**src/rtl/sc_mul16_fsm.sv**
```systemverilog
`default_nettype none
// ============================================================================
// Module      : sc_mul16_fsm
// Description : Sequential stochastic-computing unsigned multiplier.
//               Each operand is quantized to its top STREAM_BITS bits. Then
//               2^STREAM_BITS stream bits are generated per operand:
//                 A: unary comparator        sa = (aq > i)
//                 B: bit-reversed comparator sb = (bq > rev(i))
//               The AND-coincidences are counted. The result is the count
//               scaled back to the full 2*DATA_WIDTH product range.
//
//               Optional build macro SC_MUL_ROUND_EN: the operands are
//               quantized by round-half-up with saturation, not by truncation.
//
// Ports       : clk          in   clock, rising edge
//               rst_n        in   asynchronous active-low reset
//               start        in   request, sampled only in IDLE
//               io_inputs_a  in   operand A (unsigned)
//               io_inputs_b  in   operand B (unsigned)
//               busy         out  high while the FSM is not IDLE
//               done         out  one-cycle completion pulse (registered)
//               mul_result   out  approximate A*B; held until next completion
//
// Revision    : 1.0 - initial release
// ============================================================================
module sc_mul16_fsm #(
  parameter int DATA_WIDTH  = 16,
  parameter int STREAM_BITS = 8
) (
  input  logic                    clk,
  input  logic                    rst_n,
  input  logic                    start,
  input  logic [DATA_WIDTH-1:0]   io_inputs_a,
  input  logic [DATA_WIDTH-1:0]   io_inputs_b,
  output logic                    busy,
  output logic                    done,
  output logic [2*DATA_WIDTH-1:0] mul_result
);

  localparam int RES_SHIFT = 2*DATA_WIDTH - STREAM_BITS;
  localparam logic [STREAM_BITS-1:0] IDX_LAST = '1;

  typedef enum logic [1:0] {
    IDLE = 2'd0,
    RUN  = 2'd1,
    DONE = 2'd2
  } state_t;

  state_t                  state_q, state_d;
  logic [STREAM_BITS-1:0]  idx_q, idx_d;
  logic [STREAM_BITS:0]    count_q, count_d;
  logic [STREAM_BITS-1:0]  aq_q, aq_d;
  logic [STREAM_BITS-1:0]  bq_q, bq_d;
  logic [2*DATA_WIDTH-1:0] mul_result_q, mul_result_d;
  logic                    done_q, done_d;
  logic                    busy_q, busy_d;

  logic [STREAM_BITS-1:0]  aq_in, bq_in;
  logic [STREAM_BITS-1:0]  idx_rev;
  logic                    hit;
  logic [STREAM_BITS:0]    count_next;

  // --------------------------------------------------------------------------
  // Operand quantization
  // --------------------------------------------------------------------------
`ifdef SC_MUL_ROUND_EN
  // Round half up on the first discarded bit. Saturate at all-ones so that
  // 0xFF80 and larger values do not wrap to zero.
  logic [STREAM_BITS:0] a_sum, b_sum;
  logic                 unused_lsbs;

  assign a_sum = {1'b0, io_inputs_a[DATA_WIDTH-1 -: STREAM_BITS]}
               + {{STREAM_BITS{1'b0}}, io_inputs_a[DATA_WIDTH-STREAM_BITS-1]};
  assign b_sum = {1'b0, io_inputs_b[DATA_WIDTH-1 -: STREAM_BITS]}
               + {{STREAM_BITS{1'b0}}, io_inputs_b[DATA_WIDTH-STREAM_BITS-1]};
  assign aq_in = a_sum[STREAM_BITS] ? {STREAM_BITS{1'b1}} : a_sum[STREAM_BITS-1:0];
  assign bq_in = b_sum[STREAM_BITS] ? {STREAM_BITS{1'b1}} : b_sum[STREAM_BITS-1:0];
  assign unused_lsbs = ^{io_inputs_a[DATA_WIDTH-STREAM_BITS-2:0],
                         io_inputs_b[DATA_WIDTH-STREAM_BITS-2:0]};
`else
  logic unused_lsbs;

  assign aq_in = io_inputs_a[DATA_WIDTH-1 -: STREAM_BITS];
  assign bq_in = io_inputs_b[DATA_WIDTH-1 -: STREAM_BITS];
  assign unused_lsbs = ^{io_inputs_a[DATA_WIDTH-STREAM_BITS-1:0],
                         io_inputs_b[DATA_WIDTH-STREAM_BITS-1:0]};
`endif

  // --------------------------------------------------------------------------
  // Bit-reversed index: the van der Corput sequence decorrelates stream B
  // from the unary stream A.
  // --------------------------------------------------------------------------
  for (genvar k = 0; k < STREAM_BITS; k++) begin : g_rev
    assign idx_rev[k] = idx_q[STREAM_BITS-1-k];
  end

  assign hit        = (aq_q > idx_q) & (bq_q > idx_rev);
  assign count_next = count_q + {{STREAM_BITS{1'b0}}, hit};

  // --------------------------------------------------------------------------
  // Next-state logic
  // --------------------------------------------------------------------------
  always_comb begin
    state_d      = state_q;
    idx_d        = idx_q;
    count_d      = count_q;
    aq_d         = aq_q;
    bq_d         = bq_q;
    mul_result_d = mul_result_q;
    done_d       = 1'b0;
    busy_d       = busy_q;

    unique case (state_q)
      IDLE: begin
        if (start) begin
          aq_d    = aq_in;
          bq_d    = bq_in;
          idx_d   = '0;
          count_d = '0;
          state_d = RUN;
          busy_d  = 1'b1;
        end
      end
      RUN: begin
        count_d = count_next;
        idx_d   = idx_q + 1'b1;
        if (idx_q == IDX_LAST) begin
          // The count never exceeds 2^STREAM_BITS-1, so its low bits carry
          // the full value.
          mul_result_d = {count_next[STREAM_BITS-1:0], {RES_SHIFT{1'b0}}};
          done_d       = 1'b1;
          state_d      = DONE;
        end
      end
      DONE: begin
        state_d = IDLE;
        busy_d  = 1'b0;
      end
      default: begin
        state_d = IDLE;
        busy_d  = 1'b0;
      end
    endcase
  end

  // --------------------------------------------------------------------------
  // State and registered outputs
  // --------------------------------------------------------------------------
  always_ff @(posedge clk or negedge rst_n) begin
    if (!rst_n) begin
      state_q      <= IDLE;
      idx_q        <= '0;
      count_q      <= '0;
      aq_q         <= '0;
      bq_q         <= '0;
      mul_result_q <= '0;
      done_q       <= 1'b0;
      busy_q       <= 1'b0;
    end else begin
      state_q      <= state_d;
      idx_q        <= idx_d;
      count_q      <= count_d;
      aq_q         <= aq_d;
      bq_q         <= bq_d;
      mul_result_q <= mul_result_d;
      done_q       <= done_d;
      busy_q       <= busy_d;
    end
  end

  assign busy       = busy_q;
  assign done       = done_q;
  assign mul_result = mul_result_q;

endmodule
`default_nettype wire

```
**config.mk**
```make
export PLATFORM = sky130hd
export DESIGN_NAME = sc_mul16_fsm
export DESIGN_NICKNAME = d
export VERILOG_FILES = /design/src/rtl/sc_mul16_fsm.sv
export SDC_FILE = /design/constraint.sdc
export NUM_CORES = 1
export LEC_CHECK = 0
export CAP_MARGIN = 30
export CORE_AREA = 2 2 95 97
export DETAILED_ROUTE_END_ITERATION = 10
export DIE_AREA = 0 0 97 99
export PLACE_DENSITY = 0.5
export SKIP_CTS_REPAIR_TIMING = 1
export SYNTH_ARGS = -nofsm -noshare
export SYNTH_HDL_FRONTEND = slang
export SYNTH_SLANG_ARGS = --single-unit
export TNS_END_PERCENT = 1
```
**constraint.sdc**
```tcl
create_clock -name clk -period 2.6 [get_ports clk]
set_input_delay 0.52 -clock clk [delete_from_list [all_inputs] [get_ports clk]]
set_output_delay 0.52 -clock clk [all_outputs]
set_load 0.05 [all_outputs]
```
Yosys cells after proc, flatten, opt, wreduce, memory -nomap -nowiden
Cells that the tools add are included.
{"block": "word_totals", "inputBits": 35, "elab_cells": 36, "reg_bits": 45, "output_inout_bits": 34}
{"block": "classes", "n_mux": 11, "n_addsub": 2, "eq_ne": 4, "order_cmp": 2, "n_bitwise": 2, "reduce_logical": 7}
{"cell": "$pmux 9 s2", "count": 1}
{"cell": "$gt 8x8->1", "count": 2}
{"cell": "$pmux 8 s2", "count": 1}
{"cell": "$reduce_and 2->1", "count": 5}
{"cell": "$add 9x1->9", "count": 1}
{"cell": "$mux 9", "count": 1}
{"cell": "$add 8x1->8 const B", "count": 1}
{"cell": "$eq 8x8->1 const B", "count": 1}
{"cell": "$mux 8", "count": 1}
{"cell": "$mux 2", "count": 2}
{"cell": "$ne 2x2->1 const B", "count": 2}
{"cell": "$pmux 2 s2", "count": 1}
{"cell": "$mux 1", "count": 3}
{"cell": "$eq 2x1->1 const B", "count": 1}
{"cell": "$logic_not 2->1", "count": 1}
{"cell": "$pmux 1 s2", "count": 1}
{"cell": "$reduce_bool 2->1", "count": 1}
{"cell": "$and 1x1->1", "count": 1}
{"cell": "$not 1->1", "count": 1}

Longest topological paths before layout
Gate-level depths: netlist of run 1.
{"block": "depth", "ltp_word": 4, "depth_mapped": 14, "depth_no_buf": 14}

Least setup slack after synthesis of run 1
OpenSTA, ideal clock, no wires.
{"block": "synth_path", "kind": "register -> register", "from": "register idx_q[6]", "to": "register count_q[6]", "path_buffers": 0, "path_stages_with_launch": 15, "t_arrival_ns": 2.382, "slack_ns": 0.089, "required_time_ns": 2.471, "cell_sequence": "dfrtp_1 > inv_1 > ha_1 > nor2b_1 > o211ai_1 > a21oi_1 > a211oi_1 > nor3_1 > ha_1 > ha_1 > nand3_1 > nor3_1 > nor2_1 > o21ai_0 > o21ai_0"}
{"block": "synth_between", "elab_chain_len": 4, "word_cells_on_any_way": 5}
{"element": "start: declaration", "line_no": "50", "rtl": "logic [STREAM_BITS-1:0] idx_q, idx_d;"}
{"element": "start signal: assignment", "line_no": "161", "rtl": "idx_q <= idx_d;"}
{"element": "$gt 8x8->1", "line_no": "97", "rtl": "assign hit = (aq_q > idx_q) & (bq_q > idx_rev);"}
{"element": "$and 1x1->1 (*)", "line_no": "97"}
{"element": "$add 9x1->9 (*)", "line_no": "98", "rtl": "assign count_next = count_q + {{STREAM_BITS{1'b0}}, hit};"}
{"element": "$pmux 9 s2 (*)", "line_no": "113", "rtl": "unique case (state_q)"}
{"element": "end signal: assignment", "line_no": "162", "rtl": "count_q <= count_d;"}
{"element": "end: declaration", "line_no": "51", "rtl": "logic [STREAM_BITS:0] count_q, count_d;"}
Every way passes the cells marked *; elsewhere a longest branch is shown, timed or not.
A chain may end at the register's enable or synchronous reset.

Worst setup path after layout of run 1
{"block": "layout_path", "from": "register idx_q[1]", "to": "register mul_result_q[26] (netlist: mul_result[26])"}
{"block": "layout_between", "elab_chain_len": 3, "word_cells_on_any_way": 6}
{"element": "$gt 8x8->1", "line_no": "97"}
{"element": "$and 1x1->1", "line_no": "97"}
{"element": "$add 9x1->9", "line_no": "98"}
{"element": "end signal: assignment", "line_no": "165", "rtl": "mul_result_q <= mul_result_d;"}
{"element": "end: declaration", "line_no": "54", "rtl": "logic [2*DATA_WIDTH-1:0] mul_result_q, mul_result_d;"}
Parallel ways exist; a longest one is shown, timed or not.

==> impl_metrics.toml, run 1 <==
[status]
status = "completed"

[logic_synthesis]
ys_seq_area_share_pct = 44.9
syn_area_sq_um = 2450
yosys_warnings = 0
synthesis.instances = 264
ys_types = 35
ys_ff_latch = 44
syn_avg_cell_area_sq_um = 9.29

[global_route]
grt_use_total_pct = 10.6
grt_pass1_vias = 1759
grt_antenna_before_repair = 0
grt_pass1_wl_um = 8190
grt_overflow_total = 0
grt_start_max_net_pins = 31

[pwr]
power.density_nw_per_um2 = 769
vdd_ir_drop_max_mv = 0.258
power_leakage_nw = 1.43

[finish]
nFillCells = 862
fin_area_sq_um = 3070
n_antenna_cell = 0
area_growth_pct = 25.2
layout-drive-gt1-share_pct = 17.4
seqCellArea_sq_um = 1100
multi_input_area_sq_um = 1280
num-nets-final = 363

[floorplanning]
ios = 69
coreArea_sq_um = 8550
fp.dieH_um = 99
die_w_um = 97
initial_core_util_pct = 28.7
fp-row-count = 34
die_area_sq_um = 9600

[clock_network]
insertion_delay_ps = 300
clkTransAtPathRegs_ps = 90
htree_levels = 2
cts_buffer_depth = 2
tritoncts = "done"
cts_sinks = 44
cts_made_buffers = 5
root_buffer = "clkbuf_8"

[job]
maxCapViolCount = 0

[sta]
hold_violations = 0
min_period_ps = 2490
setup_viol = 0
max_freq_mhz = 402
finClkSkew_ps = 10.3
post-route-period-util_pct = 95.6
finalWorstSetupSlack_ps = 115
slew_headroom_pct = 46.8
slew_viol_final = 0
tightest_slew_ps = 795
rsz0062_at_grt = "false"

[drt]
first_iter_violations = 53
vias = 1843
drc_errors = 0
dr.pass1.iters = 4
wl_per_cell_um = 12.1
via_per_inst = 4.41
antenna_left = 0
routed_wirelength_um = 5080

[worst_hold_path]
hold_path_class = "in -> async"

[place]
post_dp_cell_area_sq_um = 2860
hpwl_um = 3510
port_buffers = 28
gp_congestion = 0.756
pre_cts_slack_ps = -58.7

[worst_setup_path]
cp_max_fo = 3
required_ps = 2780
crit_type = "reg -> reg"
end_kind = "flip-flop"
crit_arrival_ps = 2670
critPathLaunchType = "flip-flop"
worstRegToRegCells = 12
-- cell usage in the layout, fill, tap and decap left out, types with 2 or more instances in the layout --
cell type / instances
o21ai_0: 18
nor3_2: 2
nor3_1: 4
o22ai_1: 3
ha_4: 5
buf_4: 17
mux2i_1: 2
dfrtp_1: 43
xnor2_1: 4
xor2_1: 2
inv_1: 9
mux2_4: 3
clkbuf_8: 6
o21ai_2: 5
nor2_1: 6
inv_2: 4
conb_1: 24
a21oi_1: 6
clkbuf_1: 2
o211ai_1: 2
nand3_1: 9
ha_1: 13
clkdlybuf4s50_1: 27
nand2_1: 66
and3_1: 2
nand4_1: 5
-- path summary, 6_finish.rpt --
path / start / end / slack, ps
worst max-delay path: idx_q[1] / mul_result[26] / 110
worst min-delay path: rst_n / mul_result[30] / 110
worst max register to register: idx_q[1] / mul_result[26] / 110
worst min register to register: mul_result[29] / mul_result[29] / 480
max in group asynchronous: rst_n / idx_q[0] / 1760
min in group clk: mul_result[29] / mul_result[29] / 480
-- metrics by stage --
| step | util (%) | TNS (ps) | instances | hold WS, ps | total power, mW |
|---|---|---|---|---|---|
| 2_1_floorplan | - | 0 | 287 | 224 | 1.52 |
| 3_3_place_gp | 33.5 | -12.3 | 409 | 442 | 1.75 |
| 3_5_place_dp | 33.5 | -107 | 409 | 448 | 1.78 |
| 4_1_cts | 34.5 | -141 | 417 | 122 | 2.24 |
| 5_1_grt | 35.9 | 0 | 418 | 119 | 2.55 |
| 6_report | 35.9 | 0 | 418 | 106 | 2.36 |
-- synthesized netlist by cell type (all sizes together) --
| library cell | instances | share of area [%] |
|---|---|---|
| o41ai | 1 | 0.36 |
| o31ai | 1 | 0.31 |
| o21ai | 24 | 5.7 |
| and2 | 1 | 0.26 |
| mux2i | 2 | 0.82 |
| nand4 | 6 | 2.1 |
| mux2 | 3 | 1.8 |
| and3 | 2 | 0.51 |
| dfrtp | 44 | 45 |
| a31oi | 1 | 0.26 |
| nor3 | 7 | 1.6 |
| xnor2 | 4 | 1.4 |
| buf | 25 | 7.8 |
| inv | 13 | 2.0 |
| nor2b | 2 | 0.51 |
| nand3 | 10 | 2.0 |
| a21oi | 7 | 1.4 |
| xor2 | 2 | 0.71 |
| nand2 | 67 | 10 |
| clkbuf | 6 | 0.92 |
| o22ai | 3 | 0.76 |
| nand2b | 1 | 0.26 |
| conb | 1 | 0.15 |
| a211oi | 2 | 0.61 |
| ha | 19 | 9.7 |
| nor4 | 1 | 0.87 |
| and2b | 1 | 0.31 |
| nor2 | 6 | 0.92 |
| o211ai | 2 | 0.61 |
-- routing by layer --
| layer | global-route usage [%] | vias to the layer above | wire [um] |
|---|---|---|---|
| li1 | - | 936 | - |
| met1 | 13.1 | 852 | 2400 |
| met2 | 18.2 | 49 | 2410 |
| met3 | 2.55 | 6 | 213 |
| met4 | 3.47 | 0 | 57 |
| met5 | 0 | - | 0 |
-- worst max-delay path, cell delays in order (launching register included) --
cell,delay (ps)
dfrtp_1,390
inv_2,100
ha_4,200
nor2b_2,140
o211ai_1,210
a21oi_1,110
nor3_1,200
nor3_2,90
ha_2,210
ha_4,170
buf_4,140
xor2_1,150
mux2_4,270
-- kinds of logic after synthesis --
family	Yosys count	synth area share, %
buffers and inverters	44	10.7
and+or+nand+nor	104	19.8
AOI/OAI and AO/OA	41	9.99
xor gates and xnor gates	6	2.14
adders and majority gates	19	9.69
other	1	0.153
muxes	5	2.65
DFF	44	44.9
-- area by class of cell --
class,count,area share (%)
timing repair buffer,46,13.5
clock buffer,8,2.93
multi-input combinational,199,41.7
tap,108,4.40
sequential,44,35.9
inverter,13,1.59
-- state kept, by name, summed over array words and instances, names as in the netlist --
signal      count
count_q         8
aq_q            8
idx_q           8
state_q         2
bq_q            8
mul_result      8
done            1
busy            1
-- report_power, final --
part | leakage [nW] | total, mW | internal, mW | switching (mW)
sequential | 0.526 | 0.941 | 0.826 | 0.115
clock | 0.0455 | 0.463 | 0.217 | 0.246
combinational | 0.858 | 0.958 | 0.421 | 0.537
(Power assumes the default switching activity.)
==> inputs of run 2 (changes only) <==
--- a/config.mk
+++ b/config.mk
@@ -6,10 +6,10 @@
 export NUM_CORES = 1
 export LEC_CHECK = 0
 export CAP_MARGIN = 30
-export CORE_AREA = 2 2 95 97
+export CORE_AREA = 2 2 94 96
 export DETAILED_ROUTE_END_ITERATION = 10
-export DIE_AREA = 0 0 97 99
-export PLACE_DENSITY = 0.5
+export DIE_AREA = 0 0 96 98
+export PLACE_DENSITY = 0.51
 export SKIP_CTS_REPAIR_TIMING = 1
 export SYNTH_ARGS = -nofsm -noshare
 export SYNTH_HDL_FRONTEND = slang
==> impl_metrics.toml, run 2 (synthesis gave the netlist of run 1 again) <==
[status]
status = "completed"

[sta]
finClkSkew_ps = 2.94
post-route-period-util_pct = 95.9
hold_violations = 0
tightest_slew_ps = 831
slew_viol_final = 0
hold-worst-slack_ps = 105
max_freq_mhz = 401
min_period_ps = 2490
slew_headroom_pct = 44.5
setup_viol = 0

[finish]
n_antenna_cell = 0
multi_input_area_sq_um = 1250
area_growth_pct = 24.0
layout_commonest_cell = "nand2_1"
nFillCells = 907
layout-drive-gt1-share_pct = 15.9
layout_common_cells = "nand2_1 (66), dfrtp_1 (43), clkdlybuf4s50_1 (27)"
num-nets-final = 362
seqCellArea_sq_um = 1100

[clock_network]
insertion_delay_ps = 290
cts_sinks = 44
cts_buffer_depth = 2
tritoncts = "done"
clkTransAtPathRegs_ps = 80
root_buffer = "clkbuf_8"
cts_made_buffers = 5
htree_levels = 2

[pwr]
power.density_nw_per_um2 = 755
finalPower_mw = 2.30
power_leakage_nw = 1.43
p_seq_share_pct = 40.9
vdd_ir_drop_max_mv = 0.243
p_sw_share_pct = 37.1
power_switching_uw = 851
power.internal_mw = 1.44
p_comb_share_pct = 38.7
p_clk_share_pct = 20.4

[floorplanning]
fp-row-count = 34
ios = 69
fp.dieH_um = 98
die_w_um = 96
die_area_sq_um = 9410
coreArea_sq_um = 8470
initial_core_util_pct = 29.0

[worst_setup_path]
cp_max_fo = 2
cp_top_family = "adder cells"
end_kind = "flip-flop"
crit_type = "reg -> reg"
critPathLaunchType = "flip-flop"
cpPeakStageDelay_ps = 380
required_ps = 2790
crit_arrival_ps = 2680
crit_path_cell_trace = "inv_2, ha_4, nor2b_1, o211ai_1, a21oi_1, a211oi_2, nor3_2, ha_2, ha_4, nand3_4, nor3_4, buf_6, xnor2_2, o21ai_2"
crit_buf_inv = 2
crit_top_cell = "ha_4"
critPathSlowestCell = "dfrtp_1"

[drt]
vias = 1811
routed_wirelength_um = 4940
dr.pass1.iters = 4
drc_errors = 0
first_iter_violations = 38
wl_per_cell_um = 11.9
via_per_inst = 4.35
antenna_left = 0

[place]
gp_congestion = 0.757
port_buffers = 28
hpwl_um = 3570

[global_route]
grt_use_total_pct = 11.0
grt_antenna_before_repair = 0
grt_overflow_total = 0
grt_pass1_vias = 1736
grt_start_max_net_pins = 32
grt_pass1_wl_um = 8040

[job]
maxCapViolCount = 0

[worst_hold_path]
hold_path_class = "in -> async"
run 2: cell types whose count changed in the layout (fill, tap and decap cells not counted), sizes merged:
cell	before	now
buf	19	18
clkbuf	8	7
run 2: worst paths after layout:
path	from	end	slack, ps	cells after the start
worst max-delay path	idx_q[6]	mul_result[30]	110	14
min in group clk	mul_result[31]	mul_result[31]	480	2
max in group asynchronous	rst_n	idx_q[0]	1760	2
worst min register to register	mul_result[31]	mul_result[31]	480	2
worst min-delay path	rst_n	mul_result[30]	100	1
worst max register to register	idx_q[6]	mul_result[30]	110	14
run 2: power by group through the flow:
stage	registers, mW	clock network [mW]	logic, mW
6_report	0.940	0.468	0.888
5_1_grt	0.959	0.507	1.02
4_1_cts	0.926	0.485	0.834
3_5_place_dp	0.938	0	0.831
3_3_place_gp	0.938	0	0.803
2_1_floorplan	0.924	0	0.598
run 2: layer usage:
| layer | share of wire (%) | vias up | wire length, um | GRT usage, % |
|---|---|---|---|---|
| li1 | - | 933 | - | - |
| met2 | 47 | 39 | 2320 | 18.0 |
| met5 | 0 | - | 0 | 0 |
| met1 | 47 | 829 | 2330 | 13.9 |
| met4 | 1.8 | 0 | 87 | 3.96 |
| met3 | 4.2 | 10 | 206 | 2.62 |
run 2: worst register-to-register path: cells and delay by family (launching register included):
family / cells / cell delay (ps)
adders and majority gates: 3 / 660
and+or+nand+nor: 4 / 610
AOI/OAI and AO/OA: 4 / 440
DFF: 1 / 380
buffers and inverters: 2 / 200
xor gates and xnor gates: 1 / 100
run 2: through the flow:
stage | instance area [sq um] | setup TNS (ps) | setup slack (ps) | utilization (%) | std cells
floorplan | 2540 | 0 | 88.9 | - | 287
global placement | 2860 | 0 | 0.771 | 33.7 | 408
detailed placement | 2860 | -30.0 | -29.5 | 33.7 | 408
CTS | 2950 | -93.6 | -56.6 | 34.9 | 415
global route | 3040 | -0.131 | -0.131 | 35.9 | 416
finish | 3040 | 0 | 107 | 35.9 | 416
run 2: final cells by class:
class / count / area share, %
clock buffer: 7 / 3.17
inverter: 13 / 1.60
multi-input combinational: 199 / 41.2
sequential: 44 / 36.2
tap: 108 / 4.44
timing repair buffer: 45 / 13.4
